[config.mk]
export PLATFORM = sky130hd
export DESIGN_NAME = adc_scan_flat
export DESIGN_NICKNAME = d
export VERILOG_FILES = /design/src/rtl/adc_scan_pkg.sv /design/src/rtl/adc_scan_if.sv /design/src/rtl/adc_scan_timer.sv /design/src/rtl/adc_scan.sv /design/src/flat_wrapper.sv
export SDC_FILE = /design/constraint.sdc
export NUM_CORES = 1
export LEC_CHECK = 0
export BUFFER_PORTS_ARGS = -buffer_cell sky130_fd_sc_hd__buf_2
export CAP_MARGIN = 20
export CORE_MARGIN = 2
export CORE_UTILIZATION = 35
export CTS_BUF_LIST = sky130_fd_sc_hd__clkbuf_16
export DETAILED_ROUTE_END_ITERATION = 16
export HOLD_SLACK_MARGIN = 0.06
export PLACE_DENSITY_LB_ADDON = 0.05
export SYNTH_ARGS = -nofsm -noshare
export SYNTH_HDL_FRONTEND = slang
export SYNTH_SLANG_ARGS = --single-unit
[constraint.sdc]
create_clock -name clk -period 6.4 [get_ports clk]
set_clock_uncertainty 0.1 [all_clocks]
set_input_delay 0.64 -clock clk [delete_from_list [all_inputs] [get_ports clk]]
set_output_delay 0.64 -clock clk [all_outputs]
set_load 0.005 [all_outputs]
[src/rtl/adc_scan_pkg.sv]
// Shared encodings and constants for the periodic ADC channel scanner.
package adc_scan_pkg;
  localparam int NUM_CH = 8;
  localparam int SAMP_W = 10;
  localparam int CMD_W  = 24;
  localparam logic [7:0] SCAN_TAG = 8'h80;

  typedef enum logic [1:0] {S_IDLE, S_ISSUE, S_WAIT, S_NEXT} state_e;

  // Lowest enabled channel at or above ptr; returns NUM_CH when none remain.
  function automatic logic [3:0] next_ch(input logic [NUM_CH-1:0] mask, input logic [3:0] ptr);
    logic [3:0] res;
    res = 4'(NUM_CH);
    for (int i = NUM_CH-1; i >= 0; i--)
      if (mask[i] && (4'(i) >= ptr)) res = 4'(i);
    return res;
  endfunction
endpackage

[src/rtl/adc_scan_if.sv]
// ADC command/result and host request/response signals of the scanner.
interface adc_scan_if;
  import adc_scan_pkg::*;
  logic [CMD_W-1:0] adc_in_data;
  logic             adc_in_wr;
  logic [CMD_W-1:0] adc_out_data;
  logic             adc_out_wr;
  logic [CMD_W-1:0] host_data;
  logic             host_wr;
  logic             host_busy;
  logic [CMD_W-1:0] host_rsp_data;
  logic             host_rsp_wr;

  modport master (output adc_in_data, adc_in_wr, host_busy, host_rsp_data, host_rsp_wr,
                  input  adc_out_data, adc_out_wr, host_data, host_wr);
  modport slave  (input  adc_in_data, adc_in_wr, host_busy, host_rsp_data, host_rsp_wr,
                  output adc_out_data, adc_out_wr, host_data, host_wr);
endinterface

[src/rtl/adc_scan_timer.sv]
// Scan-start tick generator: PERIOD counter, single pending flag and overrun detect.
module adc_scan_timer #(
  parameter int PERIOD = 50000
) (
  input  logic clk,
  input  logic rst,
  input  logic enable_i,
  input  logic scan_act_i,
  input  logic pend_clr_i,
  output logic pending_o,
  output logic overrun_o
);
  logic [23:0] cnt_q, cnt_d;
  logic        pend_q, pend_d;
  logic        tick;

  assign tick = enable_i && (cnt_q == 24'(PERIOD-1));

  always_comb begin
    cnt_d  = (enable_i && !tick) ? cnt_q + 24'd1 : '0;
    pend_d = pend_q;
    if (!enable_i)       pend_d = 1'b0;
    else if (tick)       pend_d = 1'b1;
    else if (pend_clr_i) pend_d = 1'b0;
  end

  always_ff @(posedge clk) begin
    if (rst) begin
      cnt_q  <= '0;
      pend_q <= 1'b0;
    end else begin
      cnt_q  <= cnt_d;
      pend_q <= pend_d;
    end
  end

  assign pending_o = pend_q;
  assign overrun_o = tick && (pend_q || scan_act_i);
endmodule

[src/rtl/adc_scan.sv]
// Periodic 8-channel ADC scanner with host one-shot requests and a result table.
// Define ADC_SCAN_AVG_EN to average four conversions per scanned channel.
module adc_scan
  import adc_scan_pkg::*;
#(
  parameter int PERIOD  = 50000,
  parameter int TIMEOUT = 255
) (
  input  logic              clk,
  input  logic              rst,
  input  logic              enable,
  input  logic [NUM_CH-1:0] ch_mask,
  adc_scan_if.master        bus,
  input  logic [2:0]        rd_addr,
  output logic [SAMP_W-1:0] rd_data,
  output logic              rd_valid,
  output logic              scan_done,
  output logic              err_timeout,
  output logic              err_overrun,
  input  logic              err_clr
);
  state_e            state_q, state_d;
  logic [3:0]        ptr_q, ptr_d, nxt;
  logic              host_op_q, host_op_d;
  logic              host_busy_q;
  logic [CMD_W-1:0]  host_data_q, rsp_data_q;
  logic              rsp_wr_q;
  logic [7:0]        to_cnt_q;
  logic [SAMP_W-1:0] tbl_q [NUM_CH];
  logic [NUM_CH-1:0] vld_q;
  logic [SAMP_W-1:0] rd_data_q, wr_val;
  logic              rd_valid_q, err_to_q, err_ov_q;
  logic              pending, overrun, pend_clr, scan_act;
  logic              got, to_hit, last_conv, wr_en, rd_hit;

  adc_scan_timer #(.PERIOD(PERIOD)) u_timer (
    .clk        (clk),
    .rst        (rst),
    .enable_i   (enable),
    .scan_act_i (scan_act),
    .pend_clr_i (pend_clr),
    .pending_o  (pending),
    .overrun_o  (overrun)
  );

  assign scan_act = (state_q != S_IDLE) && !host_op_q;
  assign nxt      = next_ch(ch_mask, ptr_q);
  assign got      = (state_q == S_WAIT) && bus.adc_out_wr;
  assign to_hit   = (state_q == S_WAIT) && !bus.adc_out_wr && (to_cnt_q == 8'(TIMEOUT-1));
  assign wr_en    = got && !host_op_q && last_conv;
  assign rd_hit   = wr_en && (ptr_q[2:0] == rd_addr);

`ifdef ADC_SCAN_AVG_EN
  logic [1:0]  cnv_q;
  logic [11:0] sum_q, sum_nx;
  assign sum_nx    = sum_q + 12'(bus.adc_out_data[SAMP_W-1:0]);
  assign last_conv = (cnv_q == 2'd3);
  assign wr_val    = sum_nx[11:2];
  // Entering NEXT starts a fresh channel, which also discards a timed-out partial sum.
  always_ff @(posedge clk) begin
    if (rst || state_q == S_NEXT) begin
      cnv_q <= '0;
      sum_q <= '0;
    end else if (got && !host_op_q) begin
      cnv_q <= cnv_q + 2'd1;
      sum_q <= sum_nx;
    end
  end
`else
  assign last_conv = 1'b1;
  assign wr_val    = bus.adc_out_data[SAMP_W-1:0];
`endif

  always_ff @(posedge clk) begin
    if (rst) begin
      state_q   <= S_IDLE;
      ptr_q     <= '0;
      host_op_q <= 1'b0;
    end else begin
      state_q   <= state_d;
      ptr_q     <= ptr_d;
      host_op_q <= host_op_d;
    end
  end

  always_comb begin
    state_d   = state_q;
    ptr_d     = ptr_q;
    host_op_d = host_op_q;
    pend_clr  = 1'b0;
    case (state_q)
      S_IDLE:
        if (host_busy_q) begin
          host_op_d = 1'b1;
          state_d   = S_ISSUE;
        end else if (pending) begin
          host_op_d = 1'b0;
          pend_clr  = 1'b1;
          ptr_d     = '0;
          state_d   = S_NEXT;
        end
      S_NEXT: begin
        ptr_d   = nxt;
        state_d = nxt[3] ? S_IDLE : S_ISSUE;
      end
      S_ISSUE: state_d = S_WAIT;
      S_WAIT:
        if (got || to_hit) begin
          if (host_op_q)              state_d = S_IDLE;
          else if (got && !last_conv) state_d = S_ISSUE;
          else begin
            ptr_d   = ptr_q + 4'd1;
            state_d = S_NEXT;
          end
        end
      default: state_d = S_IDLE;
    endcase
  end

  always_comb begin
    bus.adc_in_wr   = 1'b0;
    bus.adc_in_data = '0;
    scan_done       = 1'b0;
    case (state_q)
      S_ISSUE: begin
        bus.adc_in_wr   = 1'b1;
        bus.adc_in_data = host_op_q ? host_data_q : {16'h0, SCAN_TAG | {5'b0, ptr_q[2:0]}};
      end
      S_NEXT:  scan_done = nxt[3];
      default: ;
    endcase
  end

  always_ff @(posedge clk) begin
    if (rst) begin
      host_busy_q <= 1'b0;
      host_data_q <= '0;
      rsp_data_q  <= '0;
      rsp_wr_q    <= 1'b0;
      to_cnt_q    <= '0;
      vld_q       <= '0;
      rd_data_q   <= '0;
      rd_valid_q  <= 1'b0;
      err_to_q    <= 1'b0;
      err_ov_q    <= 1'b0;
      for (int i = 0; i < NUM_CH; i++) tbl_q[i] <= '0;
    end else begin
      if (!host_busy_q && bus.host_wr) begin
        host_busy_q <= 1'b1;
        host_data_q <= bus.host_data;
      end else if (host_op_q && (got || to_hit)) begin
        host_busy_q <= 1'b0;
      end
      rsp_wr_q <= got && host_op_q;
      if (got && host_op_q) rsp_data_q <= bus.adc_out_data;
      to_cnt_q <= (state_q == S_WAIT) ? to_cnt_q + 8'd1 : '0;
      if (wr_en) begin
        tbl_q[ptr_q[2:0]] <= wr_val;
        vld_q[ptr_q[2:0]] <= 1'b1;
      end
      // Bypass so a read colliding with a store returns the new entry.
      rd_data_q  <= rd_hit ? wr_val : tbl_q[rd_addr];
      rd_valid_q <= rd_hit || vld_q[rd_addr];
      err_to_q   <= !err_clr && (err_to_q || to_hit);
      err_ov_q   <= !err_clr && (err_ov_q || overrun);
    end
  end

  assign bus.host_busy     = host_busy_q;
  assign bus.host_rsp_data = rsp_data_q;
  assign bus.host_rsp_wr   = rsp_wr_q;
  assign rd_data           = rd_data_q;
  assign rd_valid          = rd_valid_q;
  assign err_timeout       = err_to_q;
  assign err_overrun       = err_ov_q;
endmodule

[src/flat_wrapper.sv]
// flat-port wrapper written by rule: the top's interface ports become plain ports
module adc_scan_flat import adc_scan_pkg::*;
#(
  parameter int PERIOD  = 50000,
  parameter int TIMEOUT = 255
)
  (clk, rst, enable, ch_mask, rd_addr, rd_data, rd_valid, scan_done, err_timeout, err_overrun, err_clr, bus_adc_in_data, bus_adc_in_wr, bus_host_busy, bus_host_rsp_data, bus_host_rsp_wr, bus_adc_out_data, bus_adc_out_wr, bus_host_data, bus_host_wr);
  adc_scan_if bus_i ();
  input  logic clk;
  input  logic rst;
  input  logic enable;
  input  logic [NUM_CH-1:0] ch_mask;
  input  logic [2:0] rd_addr;
  output logic [SAMP_W-1:0] rd_data;
  output logic rd_valid;
  output logic scan_done;
  output logic err_timeout;
  output logic err_overrun;
  input  logic err_clr;
  output wire logic [$bits(bus_i.adc_in_data)-1:0] bus_adc_in_data;
  output wire logic [$bits(bus_i.adc_in_wr)-1:0] bus_adc_in_wr;
  output wire logic [$bits(bus_i.host_busy)-1:0] bus_host_busy;
  output wire logic [$bits(bus_i.host_rsp_data)-1:0] bus_host_rsp_data;
  output wire logic [$bits(bus_i.host_rsp_wr)-1:0] bus_host_rsp_wr;
  input wire logic [$bits(bus_i.adc_out_data)-1:0] bus_adc_out_data;
  input wire logic [$bits(bus_i.adc_out_wr)-1:0] bus_adc_out_wr;
  input wire logic [$bits(bus_i.host_data)-1:0] bus_host_data;
  input wire logic [$bits(bus_i.host_wr)-1:0] bus_host_wr;
  assign bus_adc_in_data = bus_i.adc_in_data;
  assign bus_adc_in_wr = bus_i.adc_in_wr;
  assign bus_host_busy = bus_i.host_busy;
  assign bus_host_rsp_data = bus_i.host_rsp_data;
  assign bus_host_rsp_wr = bus_i.host_rsp_wr;
  assign bus_i.adc_out_data = bus_adc_out_data;
  assign bus_i.adc_out_wr = bus_adc_out_wr;
  assign bus_i.host_data = bus_host_data;
  assign bus_i.host_wr = bus_host_wr;
  adc_scan #(.PERIOD(PERIOD), .TIMEOUT(TIMEOUT)) u_core (.clk(clk), .rst(rst), .enable(enable), .ch_mask(ch_mask), .bus(bus_i), .rd_addr(rd_addr), .rd_data(rd_data), .rd_valid(rd_valid), .scan_done(scan_done), .err_timeout(err_timeout), .err_overrun(err_overrun), .err_clr(err_clr));
endmodule
# Yosys cells after proc, flatten, opt, wreduce, memory -nomap -nowiden
# Memories as Yosys holds them, arrays and structs flattened. A register that Yosys moved wholly into a read port is not among the register bits.
# Cells that the tools add are included.
[op_classes] eq_ne=11 order_cmp=11 mux=44 addsub=3 n_reduce_logical=46 n_bitwise=4
[op_table] operator="$mux W24" n=2
[op_table] operator="$mux W4" n=12
[op_table] operator="$add A24 B1 Y24 const B" n=1
[op_table] operator="$eq A24 B16 Y1 const B" n=1
[op_table] operator="$logic_and A1 B1 Y1" n=23
[op_table] operator="$mux W1" n=20
[op_table] operator="$ge A3 B4 Y1 const A" n=4
[op_table] operator="$pmux W4 S3" n=1
[op_table] operator="$mux W10" n=1
[op_table] operator="$reduce_or A10 Y1" n=1
[op_table] operator="$add A8 B1 Y8 const B" n=1
[op_table] operator="$eq A8 B8 Y1 const B" n=1
[op_table] operator="$ge A1 B4 Y1 const A" n=2
[op_table] operator="$ge A2 B4 Y1 const A" n=2
[op_table] operator="$lt A3 B4 Y1 const B" n=2
[op_table] operator="$mux W2" n=4
[op_table] operator="$or A8 B8 Y8" n=1
[op_table] operator="$pmux W2 S4" n=1
[op_table] operator="$reduce_bool A2 Y1" n=4
[op_table] operator="$ne A2 B2 Y1 const B" n=3
[op_table] operator="$reduce_or A2 Y1" n=3
[op_table] operator="$logic_not A1 Y1" n=5
[op_table] operator="$logic_or A1 B1 Y1" n=5
[op_table] operator="$reduce_and A5 Y1" n=1
[op_table] operator="14 further kinds" n=18
[word_totals] word_cells=134 ramBits=80 mem_count=1 inputBits=65 out_inout_bits=65 register_bits=101
[mem_list] memory="u_core.tbl_q" depth=8 word_bits=10 read_ports=1 rd_ports_with_merged_regs=1 write_ports=8 line_no="adc_scan.sv:29" source="logic [SAMP_W-1:0] tbl_q [NUM_CH];"

# Longest topological paths before layout
# Gate-level depths: netlist (run 1).
[logic_depth] word_depth=12 depth_mapped=8 depth_no_buf=7

# Modules after synthesis
# From an unflattened synthesis (run 1), not the netlist that was laid out.
[hier_totals] hier_cells=823 hier_area_um2=8475.6
[modules_own_cells] module="adc_scan" seq_area_each_um2=4124.0 cells_per_inst=689 n_inst=1 area_per_inst_um2=7310.8
[modules_own_cells] module="adc_scan_timer" seq_area_each_um2=500.5 cells_per_inst=134 n_inst=1 area_per_inst_um2=1164.9

# Worst setup path after synthesis (run 1)
# No wires, ideal clock.
[synth_path] kind="input to register" startpoint="input port rst" endpoint="memory u_core.tbl_q[2][0], enable pin" required_ns=5.909 arrival_ns=2.192 slack_ns=3.718 setup_time_ns=0.391 n_path_buf=2 cell_stages=6 cell_sequence="buf_2 inv_2 nand2_2 or3_1 buf_2 o21ai_0"
[synth_rtl] item="from (decl)" line_no="flat_wrapper.sv:10" source="input logic rst;"
[synth_rtl] item="to (decl)" line_no="adc_scan.sv:29"

# Final worst setup path (run 1)
[layout_path] startpoint="register u_core.ptr_q[1]" endpoint="output port scan_done"
[layout_via] elab_chain_len=11 word_cells_on_any_way=25 classes_between="8 x order compare; 9 x mux; 8 x reduce/logical"
[layout_rtl] item="from (decl)" line_no="adc_scan.sv:23" source="logic [3:0] ptr_q, ptr_d, nxt;"
[layout_rtl] item="from (signal assigned)" line_no="adc_scan.sv:81" source="ptr_q <= ptr_d;"
[layout_rtl] item="$ge A3 B4 Y1" line_no="adc_scan_pkg.sv:15" source="if (mask[i] && (4'(i) >= ptr)) res = 4'(i);"
[layout_rtl] item="$logic_and A1 B1 Y1" line_no="adc_scan_pkg.sv:15"
[layout_rtl] item="$mux W4 (7 in a row)" line_no="adc_scan_pkg.sv:15"
[layout_rtl] item="$mux W4 (*)" line_no="adc_scan_pkg.sv:15"
[layout_rtl] item="$mux W1 (*)" line_no="adc_scan.sv:124" source="case (state_q)"
[layout_rtl] item="to (decl)" line_no="flat_wrapper.sv:16" source="output logic scan_done;"
# Mark *: on every way between the ends. The rest lies on a longest branch, timed or not.

==> results.toml, run 1 <==
[global_route]
grt.met3_usage_pct = 3.83
antenna_found_initial = 0
grt_use_met2_pct = 29.9
busiest_layer = "met2"
grt_util_met1_pct = 20.4
grt_start_max_net_pins = 62
grt_overflow = 0
grt_first_pass_wirelength_mm = 33.3
grt_pass1_vias = 6148
global_route.usage.total_pct = 16.7

[floorplanning]
die_w_um = 159
core_um2 = 23500
design.die.area_um2 = 25300
initial_utilization_pct = 35.7
fp-row-count = 56
num_io_pins = 130
dieHeight_um = 159

[clock_tree]
cts-root-buf = "clkbuf_16"
clock_insertion_delay_at_the_later_pin_of_the_skew_report_ns = 0.44
clk_pin_slew_worst_paths_ns = 0.08
cts.sink_count = 191
numCtsBuffers = 17
postCtsSetupBuffers = 0
cts_tree = "done"
cts_hold_buffers = 0
clk_path_buf_depth = 2
htreeDepth = 4
postCtsResizedCells = 0

[synthesis]
syn_nets = 878
synth_area_um2 = 8410
synth_area_leader_cell = "edfxtp_1"
postSynth.asyncResetShare_pct = 0
seq_area_frac_synth_pct = 55.0
synthDistinctLibCells = 58
synth_edf_count = 80
synthesis.yosys.warnings = 0
netlist_instances = 807
cells_taking_the_most_area_after_synthesis = "edfxtp_1, dfxtp_1, and2_1"
synthFlopType = "dfxtp_1"
synth_seq_cells = 191
yosysTopAreaCellShare_pct = 28.6
average_instance_area_after_synthesis_um2 = 10.4

[drt]
drtPass1Iterations = 6
drc = 0
detail-route-antenna-nets = 0
detailedRoute.firstIterationViolations = 345
wl_per_cell_um = 17.0
vias = 6114
detail_route.wirelength_mm = 21.1
via_per_inst = 4.91

[sta]
grt_setup_unrepaired = "no"
fin_tns_setup_ns = 0
timing.max_slew.rel_slack_pct = 26.0
fin_crit_ns = 3.31
final_hold_viol_count = 0
setup_viol = 0
report.final.slew_viol_count = 0
max_freq_mhz = 302
transition_time_at_the_pin_with_the_least_slew_margin_ns = 1.11
period_share_pct = 51.7

[critical_path]
critical_path.endpoint_type = "primary output"
worst-endpoint-required_ns = 5.66
worst-setup-path-type = "reg -> out"
critical_path_peak_fanout = 10
cp_cell_sequence = "inv_1 > ha_1 > nand2b_1 > a22oi_1 > o21ai_1 > nor2b_1 > buf_2"
critPathTopFamily = "flip-flops"
critical_path.n_buffers_inverters = 2
critPathMaxStageDelay_ns = 0.65
critical_path.startpoint_type = "register"
worstPathArrival_ns = 2.57
slowest_stage = "dfxtp_1"

[layout]
finalNetCount = 983
final-instance-count-excl-fill = 1244
area_delta_synth_final_pct = 17.7
n_antenna_cell = 0
final_common_cell = "buf_2"
fraction_of_layout_instances_using_a_drive_strength_above_1_pct = 22.2
layout.cells.most_common_list = "buf_2, nand2_1, dfxtp_1"
register_area_um2 = 4620
fillers = 2311
multi_input_area_um2 = 3490

[power]
vdd_ir_drop_max_mv = 0.157
standby_leakage_power_nw = 3.97
total_power_w = 0.00270
power.density_nw_per_um2 = 273

[run_status]
run_status = "finished clean"

[worst_hold_path]
worst_hold_path_type = "in -> reg"

[place]
detailedPlacementHpwl_mm = 14.4
gpl.final_weighted_congestion = 0.788
placed_cells = 1212
place.port_buffers = 129

[flow_run]
max-cap-violations = 0
[flip-flops by register name, indices dropped and copies added (netlist names), 2 cells and up]
| name | count |
|---|---|
| u_core.tbl_q | 80 |
| u_core.bus.host_rsp_data | 24 |
| u_core.host_data_q | 24 |
| u_core.u_timer.cnt_q | 24 |
| u_core.rd_data | 10 |
| u_core.to_cnt_q | 8 |
| u_core.vld_q | 8 |
| u_core.ptr_q | 4 |
| u_core.state_q | 2 |
[metal layers]
layer | wire length (um) | up-vias
li1 | - | 3016
met1 | 9320 | 2960
met2 | 10700 | 123
met3 | 828 | 15
met4 | 215 | 0
met5 | 0 | -
[stage by stage]
stage	hold slack (ns)	instance area [um^2]	utilization, %	worst slack, ns
after floorplan	0.321	8410	-	3.72
after global placement	0.338	9270	39.4	2.90
after detailed placement	0.338	9270	39.4	2.76
after CTS	0.317	9900	42.0	3.09
after global routing	0.323	9900	42.0	2.92
final	0.343	9900	42.0	3.09
[worst paths after layout]
kind	start	cells past startpoint	slack, ns	to
setup / recovery	u_core.ptr_q[1]$_SDFFE_PP0P_	7	3.09	scan_done
hold / removal	bus_host_data[8]	3	0.34	u_core.host_data_q[8]$_SDFFE_PP0P_
setup reg to reg	u_core.host_op_q$_SDFFE_PP0P_	4	3.49	u_core.tbl_q[1][4]$_SDFFCE_PN0P_
hold reg to reg	u_core.host_data_q[19]$_SDFFE_PP0P_	2	0.35	u_core.host_data_q[19]$_SDFFE_PP0P_
[Yosys cell counts (all sizes together), types with 5 or more instances]
cell type and count:
nor3 6, dfxtp 111, nand4 10, clkbuf 27
xnor2 12, nor2 63, nor2b 12, mux2i 5
a211oi 10, and2 82, o21ai 23, ha 6
buf 24, nand3 17, nor4 10, nand2b 9
nand2 121, mux4 22, inv 12, a21oi 61
and3 27, a21o 9, xor2 16, edfxtp 80
[cell families after synthesis]
family,Yosys count,synth area share (%)
AOI/OAI and AO/OA,124,8.78
xor gates and xnor gates,28,2.92
adders and majority gates,6,0.892
buffers and inverters,63,3.51
DFF,191,55.0
muxes,28,6.62
and+or+nand+nor,367,22.3
[report_power, final]
part | internal (W) | switching [W] | total (W)
registers | 0.00131 | 0.0000393 | 0.00135
clock network | 0.000637 | 0.000490 | 0.00113
logic | 0.0000891 | 0.000135 | 0.000224
[area by class of cell]
type | count | area share, %
Sequential cell | 191 | 46.7
Multi-Input combinational cell | 553 | 35.3
Timing Repair Buffer | 137 | 7.13
Clock buffer | 20 | 5.06
Tap cell | 319 | 4.03
Clock inverter | 12 | 1.33
Inverter | 12 | 0.455
[worst register-to-register path, stage by stage (launching register included)]
cell      delay, ns
dfxtp_1        0.68
nand2b_1       0.41
or3_1          0.50
nor3_2         0.53
or2_2          0.38
No activity file was read; power rests on OpenSTA's default activity.
==> run 2, diff against run 1 <==
==> constraint.sdc (replaced) <==
create_clock -name clk -period 3 [get_ports clk]
set_clock_uncertainty 0.1 [all_clocks]
set_input_delay 0.3 -clock clk [delete_from_list [all_inputs] [get_ports clk]]
set_output_delay 0.3 -clock clk [all_outputs]
set_load 0.005 [all_outputs]
==> run 2 against run 1 <==
Compared with the run above: flip-flop and latch count stayed put; utilization is 1.8 points higher; final area increased by 4.3%; total power increased by 110%; setup slack worse by 2.8 ns; largest cell class unchanged; highest routed layer is now met5.
==> results.toml, run 2 (same netlist as run 1, synthesis figures left out) <==
[sta]
setup_viol = 0
max_freq_mhz = 363
transition_time_at_the_pin_with_the_least_slew_margin_ns = 0.886
report.final.slew_viol_count = 0
fin_crit_ns = 2.76
final_hold_viol_count = 0
grt_setup_unrepaired = "no"
period_share_pct = 91.9
fin_tns_setup_ns = 0
timing.max_slew.rel_slack_pct = 40.9

[layout]
finalNetCount = 1037
largest_reg_flops = 80
final-instance-count-excl-fill = 1299
register_area_um2 = 4620
finish.instance_area_um2 = 10300
multi_input_area_um2 = 3490
area_delta_synth_final_pct = 22.7
layout.cells.most_common_list = "buf_2, nand2_1, dfxtp_1"
fillers = 2294
fraction_of_layout_instances_using_a_drive_strength_above_1_pct = 22.5
layout.core_utilization_pct = 43.9
regMostFlops = "u_core.tbl_q"
final_common_cell = "buf_2"

[global_route]
global_route.usage.total_pct = 17.1
grt_first_pass_wirelength_mm = 34.3
busiest_layer = "met2"
grt_start_max_net_pins = 61
grt_overflow = 0
grt.met3_usage_pct = 3.62
grt_pass1_vias = 6527
antenna_found_initial = 2
grt_util_met1_pct = 21.0
grt_use_met2_pct = 29.7

[run_status]
run_status = "finished clean"

[drt]
drc = 0
via_per_inst = 4.94
detailedRoute.firstIterationViolations = 319
drtPass1Iterations = 5
detail-route-antenna-nets = 0
detail_route.wirelength_mm = 21.5
vias = 6422
wl_per_cell_um = 16.6

[floorplanning]
fp-row-count = 56
core_um2 = 23500
num_io_pins = 130
dieHeight_um = 159
initial_utilization_pct = 35.7
design.die.area_um2 = 25300
die_w_um = 159

[clock_tree]
cts-root-buf = "clkbuf_16"
cts.sink_count = 191
clock_insertion_delay_at_the_later_pin_of_the_skew_report_ns = 0.43
cts_hold_buffers = 39
postCtsSetupBuffers = 0
numCtsBuffers = 17
clk_path_buf_depth = 2
clk_pin_slew_worst_paths_ns = 0.07
htreeDepth = 4
postCtsResizedCells = 0
cts_tree = "done"

[critical_path]
worst-setup-path-type = "reg -> out"
worst_r2r_path_depth = 5
critical_path.endpoint_type = "primary output"
critical_path.startpoint_type = "register"
worst-endpoint-required_ns = 2.60
critical_path_peak_fanout = 10
worstPathArrival_ns = 2.36

[place]
detailedPlacementHpwl_mm = 14.7
dpl_cell_area_um2 = 9380
place.port_buffers = 129
gpl.final_weighted_congestion = 0.782
placed_cells = 1227

[power]
total_power_w = 0.00555
vdd_ir_drop_max_mv = 0.318
power.density_nw_per_um2 = 538
standby_leakage_power_nw = 4.18

[flow_run]
max-cap-violations = 0

[worst_hold_path]
worst_hold_path_type = "in -> reg"
hold_path_depth = 3
-- run 2: per-stage QoR --
stage,hold WS [ns],setup WS [ns]
6_report,0.117,0.244
5_1_grt,0.125,0.0557
4_1_cts,0.104,0.234
3_5_place_dp,0.342,0.646
3_3_place_gp,0.332,0.728
2_1_floorplan,0.321,0.658
-- run 2: layout make-up --
type	count	share of cell area [%]
Sequential cell	191	44.8
Multi-Input combinational cell	553	33.8
Timing Repair Buffer	191	11.7
Clock buffer	17	4.12
Tap cell	319	3.87
Clock inverter	15	1.24
Inverter	12	0.436
Antenna cell	1	0.0242
-- run 2: layer usage --
metal  wire, um  vias up
li1           -     3131
met1       9340     3088
met2      10700      161
met3        941       40
met4        544        2
met5         13        -
-- run 2: worst paths after layout --
check | from | to | slack [ns]
max | u_core.ptr_q[1]$_SDFFE_PP0P_ | scan_done | 0.24
min | bus_adc_out_data[3] | u_core.bus.host_rsp_data[3]$_SDFFE_PP0P_ | 0.12
max reg2reg | u_core.state_q[1]$_SDFFE_PP0P_ | u_core.tbl_q[0][3]$_SDFFCE_PN0P_ | 0.65
min reg2reg | u_core.host_data_q[19]$_SDFFE_PP0P_ | u_core.host_data_q[19]$_SDFFE_PP0P_ | 0.35
-- run 2: worst max-delay path: stages, from the launching register on --
cell and delay [ns]:
dfxtp_1 0.58, inv_1 0.19, ha_1 0.26, nand2b_1 0.17
a22oi_1 0.26, o21ai_1 0.13, nor2b_1 0.20, buf_2 0.15
-- run 2: power by group --
part	internal (W)	switching, W	total (W)
Sequential	0.00280	0.0000600	0.00286
Combinational	0.000231	0.000316	0.000547
Clock	0.00112	0.00103	0.00215
==> run 3, diff against run 2 <==
--- a/config.mk
+++ b/config.mk
@@ -7,6 +7,7 @@
 export LEC_CHECK = 0
 export BUFFER_PORTS_ARGS = -buffer_cell sky130_fd_sc_hd__buf_2
 export CAP_MARGIN = 20
+export CORE_ASPECT_RATIO = 1.25
 export CORE_MARGIN = 2
 export CORE_UTILIZATION = 35
 export CTS_BUF_LIST = sky130_fd_sc_hd__clkbuf_16
==> run 3 against run 2 <==
Compared with the run above: die area about the same; total power up 0.37%; maximum frequency down 1.5%; sequential power about the same; cell count down 2.2%; flip-flop and latch count unchanged; final area down 0.36%; global-route usage up 0.46 points.
==> results.toml, run 3 (same netlist as run 1, synthesis figures left out) <==
[run_status]
run_status = "finished clean"

[floorplanning]
num_io_pins = 130
die_w_um = 143
core_um2 = 23600
fp-row-count = 63
initial_utilization_pct = 35.6
dieHeight_um = 177
design.die.area_um2 = 25300

[critical_path]
worstPathArrival_ns = 2.40
critical_path_peak_fanout = 10
worst-setup-path-type = "reg -> out"
critical_path.endpoint_type = "primary output"
cp_cell_sequence = "inv_1 > ha_1 > nand2b_1 > a22oi_1 > o21ai_1 > nor2b_1 > buf_2"
worst-endpoint-required_ns = 2.60
critical_path.startpoint_type = "register"
critPathMaxStageDelay_ns = 0.59
slowest_stage = "dfxtp_1"

[global_route]
grt_overflow = 0
grt_pass1_vias = 6366
global_route.usage.total_pct = 17.6
grt_start_max_net_pins = 61
antenna_found_initial = 0
grt_first_pass_wirelength_mm = 34.3

[drt]
via_per_inst = 4.96
vias = 6303
detail-route-antenna-nets = 0
drtPass1Iterations = 4
wl_per_cell_um = 17.2
detail_route.wirelength_mm = 21.8
detailedRoute.firstIterationViolations = 279
drc = 0

[layout]
area_delta_synth_final_pct = 22.3
layout.core_utilization_pct = 43.5
regMostFlops = "u_core.tbl_q"
final_common_cell = "buf_2"
layout.cells.most_common_list = "buf_2, nand2_1, dfxtp_1"
finalNetCount = 1036
fraction_of_layout_instances_using_a_drive_strength_above_1_pct = 22.3
largest_reg_flops = 80
n_antenna_cell = 0

[flow_run]
max-cap-violations = 0

[sta]
grt_setup_unrepaired = "no"
period_share_pct = 93.3
final.hold.worst_slack_ns = 0.115
timing.max_slew.rel_slack_pct = 31.0
fin_crit_ns = 2.80
fin_tns_setup_ns = 0
transition_time_at_the_pin_with_the_least_slew_margin_ns = 1.03
report.final.slew_viol_count = 0
max_freq_mhz = 357
setup_viol = 0
final_hold_viol_count = 0

[power]
power.density_nw_per_um2 = 542
standby_leakage_power_nw = 4.17
vdd_ir_drop_max_mv = 0.382

[clock_tree]
numCtsBuffers = 17
cts.sink_count = 191
cts-root-buf = "clkbuf_16"
clk_pin_slew_worst_paths_ns = 0.07
cts_tree = "done"
postCtsSetupBuffers = 0
clock_insertion_delay_at_the_later_pin_of_the_skew_report_ns = 0.42
clk_path_buf_depth = 2
htreeDepth = 4

[place]
detailedPlacementHpwl_mm = 15.0
gpl.final_weighted_congestion = 0.772
place.port_buffers = 129

[worst_hold_path]
worst_hold_path_type = "in -> reg"
## run 3: where the power goes
part           total, W  internal, W  switching (W)
registers       0.00286      0.00280      0.0000606
logic          0.000546     0.000230       0.000316
clock network   0.00217      0.00110        0.00107
## run 3: worst max-delay path, delay by kind of cell, from the launching register on
| kind | cells | cell delay (ns) |
|---|---|---|
| flops | 1 | 0.59 |
| compound gates | 2 | 0.43 |
| simple gates | 2 | 0.38 |
| buf+inv | 2 | 0.34 |
| fa+ha+maj | 1 | 0.25 |
## run 3: timing repair
| action | CTS | global route |
|---|---|---|
| hold endpoints to repair | 40 | 0 |
| resized for setup | 0 | 0 |
| hold buffers | 39 | 0 |
## run 3: area by class of cell
cell class | instances | area, um^2
inverter | 12 | 45.0
tap | 292 | 365
fill | 2325 | 13400
sequential | 191 | 4620
timing repair buffer | 190 | 1200
multi-input combinational | 553 | 3490
clock buffer | 17 | 425
clock inverter | 15 | 134
## run 3: path summary, 6_finish.rpt
path / startpoint / to / slack, ns / depth (start not counted)
worst max register to register: u_core.state_q[1]$_SDFFE_PP0P_ / u_core.tbl_q[0][5]$_SDFFCE_PN0P_ / 0.66 / 5
worst min-delay path: bus_adc_out_data[5] / u_core.bus.host_rsp_data[5]$_SDFFE_PP0P_ / 0.11 / 3
worst max-delay path: u_core.ptr_q[1]$_SDFFE_PP0P_ / scan_done / 0.20 / 7
worst min register to register: u_core.host_data_q[15]$_SDFFE_PP0P_ / u_core.host_data_q[15]$_SDFFE_PP0P_ / 0.35 / 2
## run 3: routing by layer
| layer | global-route usage, % | share of wire [%] | wire (um) | up-vias |
|---|---|---|---|---|
| li1 | - | - | - | 3116 |
| met1 | 20.9 | 42 | 9100 | 3041 |
| met2 | 32.1 | 53 | 11600 | 128 |
| met3 | 3.37 | 3.3 | 722 | 18 |
| met4 | 5.16 | 1.8 | 385 | 0 |
| met5 | 0 | 0 | 0 | - |
## run 3: through the flow
step / cell area (um^2) / instances / total power, W / worst slack (ns)
finish: 10300 / 1270 / 0.00557 / 0.201
floorplan: 8410 / 807 / 0.00322 / 0.658
CTS: 10300 / 1270 / 0.00564 / 0.171
global route: 10300 / 1270 / 0.00580 / 0.0273
detailed placement: 9340 / 1199 / 0.00343 / 0.650
global placement: 9340 / 1199 / 0.00342 / 0.664
